$ cat src/rtl/seg_display_arbiter.sv
// seg_display_arbiter
// Shares the 8-digit seven-segment display between three sources: the CPU
// output register, the keypad echo and the toggle-switch binary view.
// A fixed-priority arbiter (switch > keypad > CPU) picks an owner when idle and
// again at every frame end. Decimal sources are converted to BCD with a
// sequential shift-add-3 (one bit per clock). The digit scan then drives
// active-low enables with leading-zero blanking.
//
// Request/grant contract: req bits are levels, not pulses. They are sampled
// only while IDLE and on the last cycle of a scan frame. grant is one-hot (or
// zero) and changes only on those same edges. The winner's data is latched on
// the granting edge, so later changes to req or data are ignored until the
// next frame end.
//
// fsm_state exposes the controller state for observation:
// 0 = IDLE, 1 = CONVERT, 2 = DISPLAY.
module seg_display_arbiter #(
  parameter int DATA_WIDTH = 32,
  parameter int DIGITS     = 8,
  parameter int SCAN_DIV   = 4
) (
  input  logic                  clk_tube,
  input  logic                  rst_n,
  input  logic [2:0]            req,
  input  logic [DATA_WIDTH-1:0] cpu_data,
  input  logic [DATA_WIDTH-1:0] keypad_data,
  input  logic [23:0]           switch_map,
  output logic [2:0]            grant,
  output logic                  busy,
  output logic [3:0]            digit_bcd,
  output logic [DIGITS-1:0]     seg_enable,
  output logic [1:0]            fsm_state
);

  localparam int BCD_W = 4 * DIGITS;
  localparam int CNT_W = (DATA_WIDTH > 1) ? $clog2(DATA_WIDTH) : 1;
  localparam int DIV_W = (SCAN_DIV > 1) ? $clog2(SCAN_DIV) : 1;
  localparam int IDX_W = (DIGITS > 1) ? $clog2(DIGITS) : 1;

  localparam logic [CNT_W-1:0] CONV_LAST = CNT_W'(DATA_WIDTH - 1);
  localparam logic [DIV_W-1:0] DIV_LAST  = DIV_W'(SCAN_DIV - 1);
  localparam logic [IDX_W-1:0] IDX_LAST  = IDX_W'(DIGITS - 1);

  typedef enum logic [1:0] {
    IDLE    = 2'd0,
    CONVERT = 2'd1,
    DISPLAY = 2'd2
  } state_t;

  state_t state_q, state_d;

  logic [2:0]            grant_q, grant_d;
  logic [DATA_WIDTH-1:0] shreg_q, shreg_d;       // value being shifted out MSB first
  logic [BCD_W-1:0]      bcd_q, bcd_d;           // conversion accumulator
  logic [CNT_W-1:0]      conv_cnt_q, conv_cnt_d; // conversion step number
  logic [BCD_W-1:0]      buf_q, buf_d;           // display buffer being scanned
  logic [DIGITS-1:0]     blank_q, blank_d;       // 1 = digit blanked
  logic                  shown_q, shown_d;       // display buffer valid, scan running

  logic [IDX_W-1:0]      idx_q;
  logic [DIV_W-1:0]      div_q;

  logic [2:0]            win;
  logic                  arbitrate;
  logic                  frame_end;
  logic [BCD_W-1:0]      bcd_adj;
  logic [BCD_W-1:0]      bcd_step;
  logic [BCD_W-1:0]      bin_buf;

  // Digits above the most significant nonzero digit are blanked.
  // Digit 0 is never blanked, so the value 0 still shows a single "0".
  function automatic logic [DIGITS-1:0] blank_of(input logic [BCD_W-1:0] v);
    logic [DIGITS-1:0] m;
    logic              found;
    m     = '0;
    found = 1'b0;
    for (int i = DIGITS - 1; i >= 1; i--) begin
      if (v[4*i +: 4] != 4'd0) found = 1'b1;
      m[i] = ~found;
    end
    return m;
  endfunction

  // Fixed priority: switch (bit2) over keypad (bit1) over CPU (bit0).
  always_comb begin
    win = 3'b000;
    if (req[2])      win = 3'b100;
    else if (req[1]) win = 3'b010;
    else if (req[0]) win = 3'b001;
  end

  // The frame ends on the last clock of the last digit slot.
  // Blanked digits still use their slot.
  assign frame_end = shown_q && (idx_q == IDX_LAST) && (div_q == DIV_LAST);

  // One double-dabble step. Any digit of 5 or more gets 3 added before the
  // shift. Carries out of the top digit are dropped, so the result is the
  // value mod 10^DIGITS.
  always_comb begin
    bcd_adj = '0;
    for (int i = 0; i < DIGITS; i++) begin
      if (bcd_q[4*i +: 4] >= 4'd5) bcd_adj[4*i +: 4] = bcd_q[4*i +: 4] + 4'd3;
      else                         bcd_adj[4*i +: 4] = bcd_q[4*i +: 4];
    end
  end

  assign bcd_step = {bcd_adj[BCD_W-2:0], shreg_q[DATA_WIDTH-1]};

  // The switch view puts one switch level on each digit, as the value 0 or 1.
  always_comb begin
    bin_buf = '0;
    for (int i = 0; i < DIGITS; i++) begin
      bin_buf[4*i +: 4] = {3'b000, switch_map[i]};
    end
  end

  // State and datapath registers.
  always_ff @(posedge clk_tube or negedge rst_n) begin
    if (!rst_n) begin
      state_q    <= IDLE;
      grant_q    <= 3'b000;
      shreg_q    <= '0;
      bcd_q      <= '0;
      conv_cnt_q <= '0;
      buf_q      <= '0;
      blank_q    <= '0;
      shown_q    <= 1'b0;
    end else begin
      state_q    <= state_d;
      grant_q    <= grant_d;
      shreg_q    <= shreg_d;
      bcd_q      <= bcd_d;
      conv_cnt_q <= conv_cnt_d;
      buf_q      <= buf_d;
      blank_q    <= blank_d;
      shown_q    <= shown_d;
    end
  end

  // Next-state logic: arbitration, conversion steps and buffer writes.
  // Re-arbitration happens only at a frame end reached in DISPLAY. A frame end
  // that falls during a conversion lets the conversion finish first.
  always_comb begin
    state_d    = state_q;
    grant_d    = grant_q;
    shreg_d    = shreg_q;
    bcd_d      = bcd_q;
    conv_cnt_d = conv_cnt_q;
    buf_d      = buf_q;
    blank_d    = blank_q;
    shown_d    = shown_q;
    arbitrate  = 1'b0;

    case (state_q)
      IDLE: begin
        arbitrate = |req;
      end
      CONVERT: begin
        shreg_d    = shreg_q << 1;
        bcd_d      = bcd_step;
        conv_cnt_d = conv_cnt_q + 1'b1;
        if (conv_cnt_q == CONV_LAST) begin
          // The last step writes the display buffer on the same edge that
          // busy falls.
          buf_d   = bcd_step;
          blank_d = blank_of(bcd_step);
          shown_d = 1'b1;
          state_d = DISPLAY;
        end
      end
      DISPLAY: begin
        if (frame_end) begin
          if (|req) begin
            arbitrate = 1'b1;
          end else begin
            state_d = IDLE;
            grant_d = 3'b000;
            shown_d = 1'b0;
          end
        end
      end
      default: begin
        state_d = IDLE;
      end
    endcase

    if (arbitrate) begin
      grant_d = win;
      if (win[2]) begin
        buf_d   = bin_buf;
        blank_d = '0;
        shown_d = 1'b1;
        state_d = DISPLAY;
      end else begin
        shreg_d    = win[1] ? keypad_data : cpu_data;
        bcd_d      = '0;
        conv_cnt_d = '0;
        state_d    = CONVERT;
      end
    end
  end

  // Scan counters run only while a valid buffer is on display.
  // Otherwise they are held at digit 0, so a new display starts at digit 0.
  always_ff @(posedge clk_tube or negedge rst_n) begin
    if (!rst_n) begin
      idx_q <= '0;
      div_q <= '0;
    end else if (!shown_q) begin
      idx_q <= '0;
      div_q <= '0;
    end else if (div_q == DIV_LAST) begin
      div_q <= '0;
      idx_q <= (idx_q == IDX_LAST) ? '0 : idx_q + 1'b1;
    end else begin
      div_q <= div_q + 1'b1;
    end
  end

  // Digit mux and active-low enable for the current scan position.
  always_comb begin
    digit_bcd  = 4'd0;
    seg_enable = '1;
    if (shown_q) begin
      for (int i = 0; i < DIGITS; i++) begin
        if (idx_q == IDX_W'(i)) begin
          digit_bcd     = buf_q[4*i +: 4];
          seg_enable[i] = blank_q[i];
        end
      end
    end
  end

  assign grant     = grant_q;
  assign busy      = (state_q == CONVERT);
  assign fsm_state = state_q;

  // Switch levels above the digit count are not shown.
  // The top adjusted bit always shifts out of the accumulator.
  logic unused_ok;
  assign unused_ok = ^{switch_map[23:DIGITS], bcd_adj[BCD_W-1]};

endmodule
$ cat config.mk
export PLATFORM = sky130hd
export DESIGN_NAME = seg_display_arbiter
export DESIGN_NICKNAME = d
export VERILOG_FILES = /design/src/rtl/seg_display_arbiter.sv
export SDC_FILE = /design/constraint.sdc
export NUM_CORES = 1
export LEC_CHECK = 0
export CORE_MARGIN = 2
export CORE_UTILIZATION = 34
export CTS_CLUSTER_DIAMETER = 60
export CTS_CLUSTER_SIZE = 8
export DETAILED_ROUTE_END_ITERATION = 8
export HOLD_SLACK_MARGIN = 0.12
export PLACE_DENSITY_LB_ADDON = 0.15
export SLEW_MARGIN = 20
export SYNTH_ARGS = -nofsm -noshare
export SYNTH_HDL_FRONTEND = slang
export SYNTH_SLANG_ARGS = --single-unit
$ cat constraint.sdc
create_clock -name clk_tube -period 3.5 [get_ports clk_tube]
set_input_delay 0.35 -clock clk_tube [delete_from_list [all_inputs] [get_ports clk_tube]]
set_output_delay 0.35 -clock clk_tube [all_outputs]
set_load 0.02 [all_outputs]
Word level (Yosys, flattened, before mapping)
Cells that the tools add are included.
{"block": "word_totals", "register_bits": 120, "word_cells": 161}
{"block": "op_classes", "n_lt_le_gt_ge": 8, "eq_ne": 17, "muxes": 92, "n_addsub": 11, "n_bitwise": 7, "n_reduce_logical": 16}
{"operator": "$mux 32", "n": 11}
{"operator": "$mux 4", "n": 16}
{"operator": "$mux 8", "n": 5}
{"operator": "$mux 1", "n": 37}
{"operator": "$ge 4x3->1 const B", "n": 8}
{"operator": "$mux 3", "n": 10}
{"operator": "$add 4x2->4 const B", "n": 7}
{"operator": "$reduce_bool 4->1", "n": 7}
{"operator": "$mux 5", "n": 3}
{"operator": "$mux 2", "n": 7}
{"operator": "$eq 3x3->1 const B", "n": 4}
{"operator": "$not 1->1", "n": 7}
{"operator": "$eq 3x2->1 const B", "n": 2}
{"operator": "$ne 3x3->1 const B", "n": 2}
{"operator": "$pmux 2 s3", "n": 1}
{"operator": "$add 5x1->5 const B", "n": 1}
{"operator": "$eq 5x5->1 const B", "n": 1}
{"operator": "$eq 2x2->1 const B", "n": 2}
{"operator": "$ne 2x2->1 const B", "n": 2}
{"operator": "$pmux 1 s2", "n": 2}
{"operator": "$reduce_and 4->1", "n": 1}
{"operator": "$reduce_bool 2->1", "n": 2}
{"operator": "$add 3x1->3 const B", "n": 1}
{"operator": "$add 3x2->3 const B", "n": 1}
{"operator": "10 further kinds", "n": 11}

Depth between registers and ports, before layout
{"block": "logic_depth", "depth_word": 29, "ltp_mapped": 10}

Worst setup path after synthesis
No wires, ideal clock.
{"block": "synth_path", "path_kind": "register to output", "startpoint": "register idx_q[2]", "endpoint": "output digit_bcd[2]", "n_path_buf": 2, "t_required_ns": 3.150, "setup_slack_ns": 1.133, "path_stages_with_launch": 9, "arrival_ns": 2.017, "path_cell_list": "dfrtp_1 > clkbuf_1 > inv_1 > ha_1 > clkbuf_1 > o41ai_1 > o211ai_1 > a31o_1 > a21boi_1"}
{"block": "synth_between", "elab_chain_len": 10, "elab_cells_between_ends": 17}
{"item": "from (decl)", "line": "60", "rtl": "logic [IDX_W-1:0] idx_q;"}
{"item": "from (signal assigned)", "line": "214", "rtl": "idx_q <= (idx_q == IDX_LAST) ? '0 : idx_q + 1'b1;"}
{"item": "$logic_not 3->1", "line": "226", "rtl": "if (idx_q == IDX_W'(i)) begin"}
{"item": "$mux 4 (7 in a row)", "line": "226"}
{"item": "$mux 4 (*)", "line": "226"}
{"item": "$mux 4 (*)", "line": "224", "rtl": "if (shown_q) begin"}
{"item": "to (decl)", "line": "30", "rtl": "output logic [3:0] digit_bcd,"}
Mark *: on every way between the ends. The rest lies on a longest branch, timed or not.

Final worst setup path
{"block": "layout_path", "startpoint": "register idx_q[1]", "endpoint": "output digit_bcd[2]"}
Same word-level chain as after synthesis.

==> results summary <==
The flow ran to the end, and the final reports show no timing, DRC or antenna violations. The pre-antenna-repair detailed-routing pass consisted of 4 iterations. The total negative slack is 0 ps. The number of placed I/O pins came out at 111. The portion of the clock cycle consumed by the worst path in the final layout came out at 94.35%. The nature of the critical path startpoint is a flop. For the pin with the worst max-slew slack, the measured transition is 775.6 ps. The CTS clock-pin slew for the worst setup and hold paths came out at 60 ps.

The last weighted congestion value of the routability-driven placer is 0.8184. The parity-gate share of the synthesized area counting xor and xnor cells came out at 1.381%. 0 antenna diodes ended up in the layout. The first-pass GRT wire length is 26.96 mm. Across the VDD grid, the largest voltage drop is 0.0003433 V.

The cell area that synthesis handed to floorplanning was 6978 sq um. Clock tree synthesis inserted a total of 17 buffers. After synthesis, the largest area contributor takes up 43.03% of total cell area. The count of H-tree levels built during CTS is 4.

The distinct cell type count after synthesis is 50. The area of all placed cells without fillers came out at 8807 sq um. After detailed routing, the number of remaining DRC violations is 0. The combinational fraction of design power is 38.2%. The die footprint came out at 21,690 sq um. The relative contribution of sequential cells to total power came out at 34.1%. The flip-flop and latch count after synthesis came out at 120. The most area-hungry cell type in the Yosys netlist is sky130_fd_sc_hd__dfrtp_1. The deepest clock path buffer count is 2. After synthesis, the cell types taking the most area are sky130_fd_sc_hd__dfrtp_1 (43%), sky130_fd_sc_hd__mux2i_1 (18%), sky130_fd_sc_hd__ha_1 (5.0%). The synthesized netlist net count came out at 843. In the routed layout, each cell is associated on average with a via count of 4.930. The total power of the final layout is 6.276 mW. The power per cell area came out at 712.7 nW/um^2. Cells with a size suffix above 1 make up 7.430% of the layout. From bottom edge to top edge, the die measures 147.3 um. The switching portion of total power is 36.50%. The cell sitting at the root of the clock tree is a sky130_fd_sc_hd__clkbuf_16. After synthesis, flip-flops and latches occupy 43.03% of the total area. After synthesis, the mean cell area works out to 9.665 sq um.

On the critical path the largest part of the delay comes from compound AO/OA/AOI/OAI gates. Post-CTS timing repair inserted 0 buffers for setup. The clock reaches the later pin of the worst-skew pair after 420 ps. After synthesis, the largest family of logic cells by area is multiplexers. The number of hold buffers added after cts came out at 1. The area growth from synthesis to layout is 26.21%.

The clock skew came out at 10.13 ps. The count of filler cells inserted in the layout is 1,975. The post-detailed-routing wire length came out at 15.93 mm. STA puts the critical path data arrival time at 2950 ps. The count of placed standard cells including taps is 1,058. The initial core utilization is 34.60%.

The post-route antenna net violation count is 0. The floorplan die width is 147.3 um. For this run, the post-layout net count is 929. The number of cell rows came out at 52.

The leakage dissipation came out at 3.771 nW. The total half-perimeter wirelength after legalization and detailed placement is 11.57 mm. Setup repair after global routing left no endpoint under its margin. For this run, the number of Yosys warnings is 0. The average routed wire per standard cell is 14.60 um.

The area after detailed placement is 8204 sq um. The synthesized netlist devotes 5.021% of its cell area to adder and majority cells. The number of port buffers is 94. The dominant synthesized flop cell is sky130_fd_sc_hd__dfrtp_1.

For this run, asynchronously set or reset flops after synthesis account for 100.0%. In the global route stage, overall resource usage came out at 15.58%. Yosys instantiated no cell more often than sky130_fd_sc_hd__mux2i_1.

The routed via count came out at 5,379. The worst hold path belongs to the class reg2reg. Among all stages on the critical path, the largest delay is contributed by sky130_fd_sc_hd__clkdlybuf4s50_1. In this run the worst path has a maximum fanout of 12. The net switching power came out at 2.291 mW. The final-report max-slew violation count was 0. The type of the setup path with the least slack is reg2out. The tool flagged a number of max-cap violations equal to 0. The final critical-path required period came out at 3302 ps. The number of antenna violations at the first check in global routing was 0. The detailed router's first-iteration violation count is 181. For this run, the number of standard cells in the final layout without fillers is 1,091. Cell internal power was estimated by the tool at 3.985 mW. Once the clock tree was built, the resizer swapped 0 gates to a different size.

The number of clock sinks seen by CTS is 120. The instance count of the mapped netlist came out at 722. The region available for standard cell placement spans 20,170 sq um. Measured against its own limit, the worst slew margin works out to 48.29%. By count the netlist is led by sky130_fd_sc_hd__mux2i_1 (126), sky130_fd_sc_hd__dfrtp_1 (120), sky130_fd_sc_hd__nand2_1 (87), sky130_fd_sc_hd__a21oi_1 (59), sky130_fd_sc_hd__nor2_1 (57). Entering global routing, the biggest net connects 66 pins. Measured against the total synthesized area, the mux share comes to 18.56%.

The number of synthesized flops with an enable pin is 0. The worst setup path is captured at an output port. For this run the aggregate overflow at the end of global routing stands at 0. Derived from the worst setup path, the maximum achievable clock frequency is 302.8 MHz. TritonCTS built the clock tree. Summing the areas of all compound-gate instances in the mapped netlist gives 12.68% of the synthesized area. The signal on the critical path passes through inv_1 -> ha_1 -> a221oi_1 -> o41ai_1 -> o211ai_1 -> a31o_1 -> a21boi_1 -> clkdlybuf4s50_1. The via count of the first global-routing pass came out at 5,438. The worst endpoint required time came out at 3150 ps. In this run, the clock network consumes 27.7% of the power. The hold violation total from the final report came out at 0. The final standard cell utilization of the core is 43.67%. The maximum cell stage delay along the critical path is 620 ps. The buffer and inverter count on the worst path came out at 2. The simple-gate share of the synthesized area came out at 15.26%.

The final setup violation count came out at 0.
## registers in the layout, summed over array words and instances, names as in the netlist
signal and count:
grant 3, shreg_q 32, conv_cnt_q 5, shown_q 1
fsm_state 2, buf_q 32, blank_q 8, idx_q 3
div_q 2, bcd_q 32
## power by group through the flow
stage | registers, mW | logic, mW | clock network (mW)
after floorplan | 2.09 | 1.79 | 0
after global placement | 2.15 | 2.36 | 0
after detailed placement | 2.16 | 2.43 | 0
after CTS | 2.14 | 2.43 | 1.78
after global routing | 2.20 | 2.69 | 1.85
final | 2.14 | 2.40 | 1.74
## cells in the final DEF, fill, tap and decap left out, drive strengths merged, types with 4 or more instances in the layout
cell type and instances:
a21oi 63, a211oi 18, nand3b 10, ha 28, o21ai 30, clkinv 4
nor2 58, inv 26, o211ai 7, dfrtp 120, nor3b 12, mux2i 126
clkdlybuf4s50 93, nand2b 9, clkbuf 22, nand2 87, xnor2 9, and2 8
nor3 4, buf 15, nor2b 12, nand3 17, and3 4, a221oi 4
## metrics by stage
stage               setup slack (ps)  hold slack (ps)
floorplan                       1133            54.41
global placement               711.7            421.9
detailed placement             646.3            431.2
CTS                            180.4            439.1
global route                   10.24            479.9
finish                         197.8            439.6
## worst paths after layout
path	slack, ps	to	depth (start not counted)	start
worst max-delay path	200	digit_bcd[2]	8	idx_q[1]
worst min-delay path	440	div_q[0]	1	div_q[0]
worst max register to register	940	shreg_q[10]	8	idx_q[2]
worst min register to register	440	div_q[0]	1	div_q[0]
max in group asynchronous	2120	conv_cnt_q[2]	3	rst_n
min in group asynchronous	560	bcd_q[31]	2	rst_n
## routing by layer
metal / track usage, % / vias to the layer above / wire length (um)
met5: 0 / - / 0
met4: 5.865 / 0 / 263
met3: 3.665 / 17 / 478
met2: 25.77 / 89 / 7780
met1: 19.86 / 2563 / 7404
li1: - / 2710 / -
## worst register-to-register path: stages (launching register included)
cell and delay (ps):
sky130_fd_sc_hd__dfrtp_1 590, sky130_fd_sc_hd__ha_1 460, sky130_fd_sc_hd__and3_1 300, sky130_fd_sc_hd__a21oi_2 120, sky130_fd_sc_hd__inv_2 60, sky130_fd_sc_hd__nand2_1 90
sky130_fd_sc_hd__nor2_4 220, sky130_fd_sc_hd__buf_12 340, sky130_fd_sc_hd__mux2i_1 310
## cell families (layout without fill, tap and decap cells)
kind of cell             count (synthesis)  count (layout)
multiplexers                           129             129
AND/OR/NAND/NOR                        226             226
buffers and inverters                   67             166
XOR/XNOR                                11              11
adder cells (fa/ha/maj)                 28              28
AO/OA/AOI/OAI                          141             141
flip-flops                             120             120
## layout make-up
type | instances | area (sq um) | area share (%)
clock buffer | 22 | 474.2 | 5.384
inverter | 25 | 93.84 | 1.065
clock inverter | 10 | 118.9 | 1.350
sequential | 120 | 3003 | 34.10
multi-input combinational | 535 | 3714 | 42.17
timing repair buffer | 109 | 1066 | 12.10
tap | 270 | 337.8 | 3.836
Note: power is estimated with default switching activity, not from simulation.
